File: src/rtl/traffic_light_monitor.sv
// Watches four traffic-light buses (M1, S, MT, M2), latching encoding, conflict,
// yellow-dwell, sequence and optional starvation errors. Optional feature macro: TLM_STARVE_CHECK_EN.
module traffic_light_monitor #(
    parameter int YEL_MIN = 3,
    parameter int MAX_RED = 60,
    parameter int CNT_W   = 8
) (
    input  logic        clk,
    input  logic        rst,
    input  logic [2:0]  light_M1,
    input  logic [2:0]  light_S,
    input  logic [2:0]  light_MT,
    input  logic [2:0]  light_M2,
    input  logic        clr,
    output logic [4:0]  err_sticky,
    output logic        err_pulse,
    output logic [15:0] cycle_cnt
);

    typedef enum logic [1:0] {
        ST_UNKNOWN = 2'd0,
        ST_GREEN   = 2'd1,
        ST_YELLOW  = 2'd2,
        ST_RED     = 2'd3
    } road_st_t;

    localparam logic [CNT_W-1:0] DWELL_ONE = {{(CNT_W-1){1'b0}}, 1'b1};
    localparam logic [CNT_W-1:0] DWELL_SAT = {CNT_W{1'b1}};

    // ST_UNKNOWN doubles as the "illegal code" marker for a sampled bus.
    function automatic road_st_t decode_light(input logic [2:0] code);
        road_st_t st;
        case (code)
            3'b100:  st = ST_RED;
            3'b010:  st = ST_YELLOW;
            3'b001:  st = ST_GREEN;
            default: st = ST_UNKNOWN;
        endcase
        return st;
    endfunction

    function automatic logic step_legal(input road_st_t from_st, input road_st_t to_st);
        logic ok;
        case (from_st)
            ST_GREEN:  ok = (to_st == ST_GREEN)  || (to_st == ST_YELLOW);
            ST_YELLOW: ok = (to_st == ST_YELLOW) || (to_st == ST_RED);
            ST_RED:    ok = (to_st == ST_RED)    || (to_st == ST_GREEN);
            default:   ok = 1'b1;
        endcase
        return ok;
    endfunction

    // Road index: 0 = M1, 1 = S, 2 = MT, 3 = M2.
    logic     [3:0][2:0]       bus_s;
    road_st_t [3:0]            sampled_s;
    logic     [3:0]            non_red_s;
    road_st_t [3:0]            state_q;
    road_st_t [3:0]            state_d;
    logic     [3:0][CNT_W-1:0] dwell_q;
    logic     [3:0][CNT_W-1:0] dwell_d;

    logic        ev_enc_s;
    logic        ev_conflict_s;
    logic        ev_yel_s;
    logic        ev_seq_s;
    logic        ev_starve_s;
    logic        m1_cycle_s;
    logic [4:0]  events_s;

    logic [4:0]  err_sticky_q;
    logic [4:0]  err_sticky_d;
    logic        err_pulse_q;
    logic        err_pulse_d;
    logic [15:0] cycle_cnt_q;
    logic [15:0] cycle_cnt_d;

    assign bus_s = {light_M2, light_MT, light_S, light_M1};

`ifndef TLM_STARVE_CHECK_EN
    logic [31:0] unused_max_red_s;
    assign unused_max_red_s = 32'(MAX_RED);
`endif

    // Per-road state tracking, event detection and next-state for the output flops.
    always_comb begin
        state_d       = state_q;
        dwell_d       = dwell_q;
        sampled_s     = {4{ST_UNKNOWN}};
        non_red_s     = 4'b0000;
        ev_enc_s      = 1'b0;
        ev_conflict_s = 1'b0;
        ev_yel_s      = 1'b0;
        ev_seq_s      = 1'b0;
        ev_starve_s   = 1'b0;
        m1_cycle_s    = 1'b0;

        for (int i = 0; i < 4; i++) begin
            sampled_s[i] = decode_light(bus_s[i]);
            non_red_s[i] = (sampled_s[i] == ST_GREEN) || (sampled_s[i] == ST_YELLOW);
            if (sampled_s[i] == ST_UNKNOWN) begin
                ev_enc_s = 1'b1;
            end else if (state_q[i] == ST_UNKNOWN) begin
                state_d[i] = sampled_s[i];
                dwell_d[i] = DWELL_ONE;
            end else if (sampled_s[i] == state_q[i]) begin
                dwell_d[i] = (dwell_q[i] != DWELL_SAT) ? dwell_q[i] + DWELL_ONE : dwell_q[i];
            end else begin
                ev_seq_s   = ev_seq_s | !step_legal(state_q[i], sampled_s[i]);
                ev_yel_s   = ev_yel_s | ((state_q[i] == ST_YELLOW) && (sampled_s[i] == ST_RED) &&
                                         (32'(dwell_q[i]) < 32'(YEL_MIN)));
                m1_cycle_s = m1_cycle_s | ((i == 0) && (state_q[i] == ST_RED) &&
                                           (sampled_s[i] == ST_GREEN));
                state_d[i] = sampled_s[i];
                dwell_d[i] = DWELL_ONE;
            end
`ifdef TLM_STARVE_CHECK_EN
            // Fires only on the edge where the red dwell first reaches MAX_RED.
            ev_starve_s = ev_starve_s | ((sampled_s[i] == ST_RED) &&
                                         (32'(dwell_d[i]) == 32'(MAX_RED)) &&
                                         ((state_q[i] != ST_RED) || (dwell_q[i] != dwell_d[i])));
`endif
        end

        ev_conflict_s = (non_red_s[1] && (non_red_s[0] || non_red_s[2] || non_red_s[3])) ||
                        (non_red_s[2] && non_red_s[3]);
        events_s      = {ev_starve_s, ev_seq_s, ev_yel_s, ev_conflict_s, ev_enc_s};
        err_pulse_d   = |events_s;
        err_sticky_d  = (clr ? 5'b00000 : err_sticky_q) | events_s;
        cycle_cnt_d   = m1_cycle_s ? cycle_cnt_q + 16'd1 : cycle_cnt_q;
    end

    // State, dwell and output registers with synchronous active-low reset.
    always_ff @(posedge clk) begin
        if (!rst) begin
            for (int i = 0; i < 4; i++) begin
                state_q[i] <= ST_UNKNOWN;
                dwell_q[i] <= {CNT_W{1'b0}};
            end
            err_sticky_q <= 5'b00000;
            err_pulse_q  <= 1'b0;
            cycle_cnt_q  <= 16'd0;
        end else begin
            state_q      <= state_d;
            dwell_q      <= dwell_d;
            err_sticky_q <= err_sticky_d;
            err_pulse_q  <= err_pulse_d;
            cycle_cnt_q  <= cycle_cnt_d;
        end
    end

    assign err_sticky = err_sticky_q;
    assign err_pulse  = err_pulse_q;
    assign cycle_cnt  = cycle_cnt_q;

endmodule

File: config.mk
export PLATFORM = sky130hd
export DESIGN_NAME = traffic_light_monitor
export DESIGN_NICKNAME = d
export VERILOG_FILES = /design/src/rtl/traffic_light_monitor.sv
export SDC_FILE = /design/constraint.sdc
export NUM_CORES = 1
export LEC_CHECK = 0
export CORE_ASPECT_RATIO = 0.5
export CORE_UTILIZATION = 50
export CTS_CLUSTER_SIZE = 8
export DETAILED_ROUTE_END_ITERATION = 16
export HOLD_SLACK_MARGIN = 0.03
export PLACE_DENSITY = 0.74
export SLEW_MARGIN = 20
export SYNTH_ARGS = -nofsm -noshare
export SYNTH_HDL_FRONTEND = slang
export SYNTH_SLANG_ARGS = --single-unit
File: constraint.sdc
create_clock -name clk -period 4.4 [get_ports clk]
set_input_delay 1.32 -clock clk [delete_from_list [all_inputs] [get_ports clk]]
set_output_delay 1.32 -clock clk [all_outputs]
set_load 0.01 [all_outputs]
# ---- After elaboration in Yosys (flattened, before gate mapping)
# Index checks and enable logic that the tools add are counted.
# Widths: inputs -> output; s select.
dict set report word_totals {
  reg_bits 62
  wordCells 202
}
dict set report op_classes {
  n_addsub 5
  order_cmp 4
  eq_ne 52
  mux 72
  n_bitwise 11
  reduce_logical 47
}
# operator n
set op_table {}
lappend op_table {{$mux 8} 12}
lappend op_table {{$mux 1} 43}
lappend op_table {{$add 8x1->8 const B} 4}
lappend op_table {{$eq 2x2->1 const B} 16}
lappend op_table {{$lt 8x2->1 const B} 4}
lappend op_table {{$ne 8x8->1 const B} 4}
lappend op_table {{$pmux 2 s3} 4}
lappend op_table {{$add 16x1->16 const B} 1}
lappend op_table {{$eq 2x1->1 const B} 8}
lappend op_table {{$logic_not 2->1} 8}
lappend op_table {{$mux 2} 8}
lappend op_table {{$reduce_and 2->1} 8}
lappend op_table {{$logic_or 1x1->1} 15}
lappend op_table {{$eq 3x1->1 const B} 4}
lappend op_table {{$eq 3x2->1 const B} 4}
lappend op_table {{$eq 3x3->1 const B} 4}
lappend op_table {{$ne 3x2->1 const B} 4}
lappend op_table {{$pmux 1 s3} 4}
lappend op_table {{$logic_and 1x1->1} 11}
lappend op_table {{$eq 2x2->1} 4}
lappend op_table {{$ne 2x2->1 const B} 4}
lappend op_table {{$or 1x1->1} 6}
lappend op_table {{$mux 5} 1}
lappend op_table {{$or 5x4->5} 1}
lappend op_table {{other kinds (3)} 9}

# ---- Depth between registers and ports, before layout
dict set report depth {
  word_depth 25
  mapped_depth 9
  depth_no_buf 9
}

# ---- Least setup slack after synthesis
# Ideal clock, no wire load.
dict set report synth_timing {
  kind {in2reg}
  start {input port light_M1[0]}
  end {register err_pulse_q, in the netlist err_pulse}
  t_arrival_ps 3074
  slack_ps 1251
  path_stages 8
  cell_sequence {nand2b_1 > a21o_1 > ha_1 > or4b_1 > or4_1 > nor3_2 > a211oi_1 > a31oi_1}
}
dict set report synth_via {
  elab_chain_cells 25
}
# element line_no
set synth_rtl {}
lappend synth_rtl {{start, declared} 10} ;# input logic [2:0] light_M1,
lappend synth_rtl {{$eq 3x1->1 (tied with other cells)} 33} ;# case (code)
lappend synth_rtl {{$pmux 2 s3 (*)} 33}
lappend synth_rtl {{$eq 2x2->1 (tied with other cells)} {46, 47, 109}}
lappend synth_rtl {{$logic_or 1x1->1 (on tied branches)} -}
lappend synth_rtl {{$pmux 1 s3} 44} ;# case (from_st)
lappend synth_rtl {{$mux 1} 105} ;# end else if (sampled_s[i] == state_q[i]) begin
lappend synth_rtl {{$mux 1} 102} ;# end else if (state_q[i] == ST_UNKNOWN) begin
lappend synth_rtl {{$mux 1} 100} ;# if (sampled_s[i] == ST_UNKNOWN) begin
lappend synth_rtl {{(+9 left out)} -}
lappend synth_rtl {{$mux 1} 105}
lappend synth_rtl {{$mux 1} 102}
lappend synth_rtl {{$mux 1} 100}
lappend synth_rtl {{$or 1x1->1} 108} ;# ev_seq_s = ev_seq_s | !step_legal(state_q[i], sampled_s[i]);
lappend synth_rtl {{$mux 1} 105}
lappend synth_rtl {{$mux 1} 102}
lappend synth_rtl {{$mux 1} 100}
lappend synth_rtl {{$reduce_or 4->1 (*)} 127} ;# err_pulse_d = |events_s;
lappend synth_rtl {{end signal, assigned} 146} ;# err_pulse_q <= err_pulse_d;
lappend synth_rtl {{end, declared} 72} ;# logic err_pulse_q;
# Every way passes the cells marked *; elsewhere a longest branch is shown, timed or not. The select of a mux whose other input is x is not followed.
# A chain may end at the register's enable or synchronous reset.

==> results.cfg <==
[outcome]
status = finished, final reports clean

[synthesis]
synthCells = 418
syn_area_per_cell_sq_um = 8.24
synth_fa_ha_area_frac = 0.0508
synth_simple_gate_area_frac = 0.302
synth_xor_area_frac = 0.0737
synth.mux.area_fraction = 0.0232
synth_edf_count = 0
ys_dominant_reg_cell = dfxtp_1
synth.most_common_cell = dfxtp_1
yosys-top-cells-area = dfxtp_1 35%, nor2_1 5.6%, ha_1 5.1%
netlist.area_leader.share = 0.354
ys_warn_count = 0
synth-seq-area-share = 0.354
synth_top_area_cell = dfxtp_1
async_flop_share = 0
synth-compound-area-share = 0.160
yosysUniqueCellTypes = 59
syn_nets = 447
synth_common_cells = 61 x dfxtp_1, 51 x nor2_1, 32 x a21oi_1, 32 x nand2_1, 21 x inv_1
netlist_area_sq_um = 3450
yosys_register_bits = 61
synth_top_family_by_area = simple AND/OR/NAND/NOR gates

[critical_path]
cp_data_arrival_time_ps = 3810
startpoint_type = primary input
required_ps = 4650
worstReg2RegStart = dwell_q[0]$_SDFFE_PN0P_
slowest_delay_ps = 760
crit_type = in2reg
crit_fanout = 6
crit_start = light_M1[2]
cp_slowest_cell = a2111oi_0
path_buf_inv = 2
path_cells = clkdlybuf4s50_1 > nand2b_1 > a21o_1 > inv_1 > ha_1 > a21oi_1 > a2111oi_0 > nor4_1 > a31oi_1
crit_path_end_kind = flop
cpLargestDelayFamily = compound AO/OA/AOI/OAI gates

[final_layout]
multi_input_area_sq_um = 2110
area.growth.synth_to_final_pct = 23.6
diodes = 0
seq_area_sq_um = 1220
drive_gt1_frac = 0.0841
nFillCells = 528
nets = 488

[timing]
rsz0062_at_grt = no
slew_headroom = 0.424
hold_ws_ps = 482
post-route-min-period_ps = 3560
setup_viol = 0
hold_violations = 0
fin_setup_tns_ps = 0
slew_viol_final = 0
tightest_slew_ps = 842
clock.fmax_ghz = 0.281
min_period_over_period = 0.808
final.setup_skew_ps = 5.13

[clock_network]
path_clk_slew_ps = 50
post_cts_resized = 0
cts_tree = done
cts_sinks = 61
cts_root_buf = clkbuf_16
hold_buffers = 0
numCtsBuffers = 9
clockBufferDepth = 2
ctsHtreeMaxLevel = 3
clk_latency_ps = 330
post-cts-setup-buffer-count = 0

[job]
maxCapViolations = 0

[floorplan]
core-area_sq_um = 6360
rows = 20
die_y_microns = 60.7
io_pins = 37
dieWidth_microns = 119
start_util = 0.542
design.die.area_sq_um = 7250

[grt]
grt_pass1_wl_microns = 13200
grt_pass1_vias = 2887
grt_overflow = 0
antenna_found_initial = 0
grt_start_max_net_pins = 23
grt.total_usage = 0.239

[hold_path]
hold_start = err_sticky[3]$_SDFF_PN0_
min_path_type = reg2reg

[pwr]
irDropWorstVdd_mv = 0.255
leakage_nw = 1.56
p_per_area_nw_per_um2 = 370

[detailed_routing]
drc_errors = 0
dr.pass1.iters = 5
vias_per_cell = 5.81
drt_iter0_markers = 305
ant_nets = 0
vias = 3207
routed_wl_microns = 8060
routedWlPerCell_microns = 14.6

[place]
routabilityCongestion = 0.816
dp_hpwl_microns = 5650
port_buffers = 35
-- registers in the layout, summed over array words and instances (netlist names) --
name,cells
cycle_cnt,16
dwell_q,32
err_pulse,1
err_sticky,4
state_q,8
-- power breakdown --
group          switching (mW)  internal (mW)
combinational          0.0866         0.0657
clock                   0.244          0.599
sequential             0.0135          0.566
total                   0.344           1.23
-- per-stage QoR --
step / cell area [sq um] / power [mW] / worst slack, ps / cells / util
final: 4260 / 1.58 / 845 / 552 / 0.670
after global routing: 4260 / 1.63 / 671 / 552 / 0.670
after CTS: 4260 / 1.59 / 927 / 552 / 0.670
after detailed placement: 3900 / 0.738 / 589 / 536 / 0.613
after global placement: 3900 / 0.731 / 633 / 536 / 0.613
after floorplan: 3450 / 0.684 / 1250 / 418 / -
-- cell families after synthesis --
group                    after synthesis
AND/OR/NAND/NOR                      195
flip-flops                            61
buffers and inverters                 30
adder cells (fa/ha/maj)               14
multiplexers                           8
AO/OA/AOI/OAI                         80
XOR/XNOR                              29
other                                  1
-- cell type report --
| cell class | instances | share of cell area |
|---|---|---|
| Inverter | 21 | 0.0185 |
| Multi-Input combinational cell | 327 | 0.495 |
| Clock inverter | 3 | 0.0212 |
| Sequential cell | 61 | 0.287 |
| Tap cell | 88 | 0.0259 |
| Timing Repair Buffer | 39 | 0.0893 |
| Clock buffer | 13 | 0.0635 |
-- placed cells by master, fill, tap and decap left out, drive strengths merged, types with 5 or more instances in the layout --
cell and count:
mux2i 8, or3 6, inv 21, ha 14, dfxtp 61, o21ai 9
and2 5, nand2 32, xor2 17, nor3b 6, nand3b 8, nand3 19
nor4 5, nor3 15, xnor2 12, nand2b 11, o221a 7, a21oi 33
and3 5, clkdlybuf4s50 35, or3b 5, nor2 51, clkbuf 13, nand4 11
-- tightest hold or removal path, cell delays in order, from the launching register on --
cell and delay, ps:
dfxtp_1 310, nand2_1 60, a21oi_1 50
-- layer usage --
layer,vias to the layer above,global-route usage,wire length (microns)
met2,106,0.416,3660
met3,18,0.0789,532
li1,1597,-,-
met4,0,0.107,143
met5,-,0,0
met1,1486,0.280,3720
-- worst paths after layout --
path | to | depth (start not counted) | slack (ps)
worst max-delay path | err_pulse$_SDFF_PN0_ | 9 | 840
worst max register to register | err_pulse$_SDFF_PN0_ | 6 | 2390
worst min register to register | err_sticky[3]$_SDFF_PN0_ | 2 | 480
worst min-delay path | err_sticky[3]$_SDFF_PN0_ | 2 | 480
Note: power is estimated with default switching activity, not from simulation.
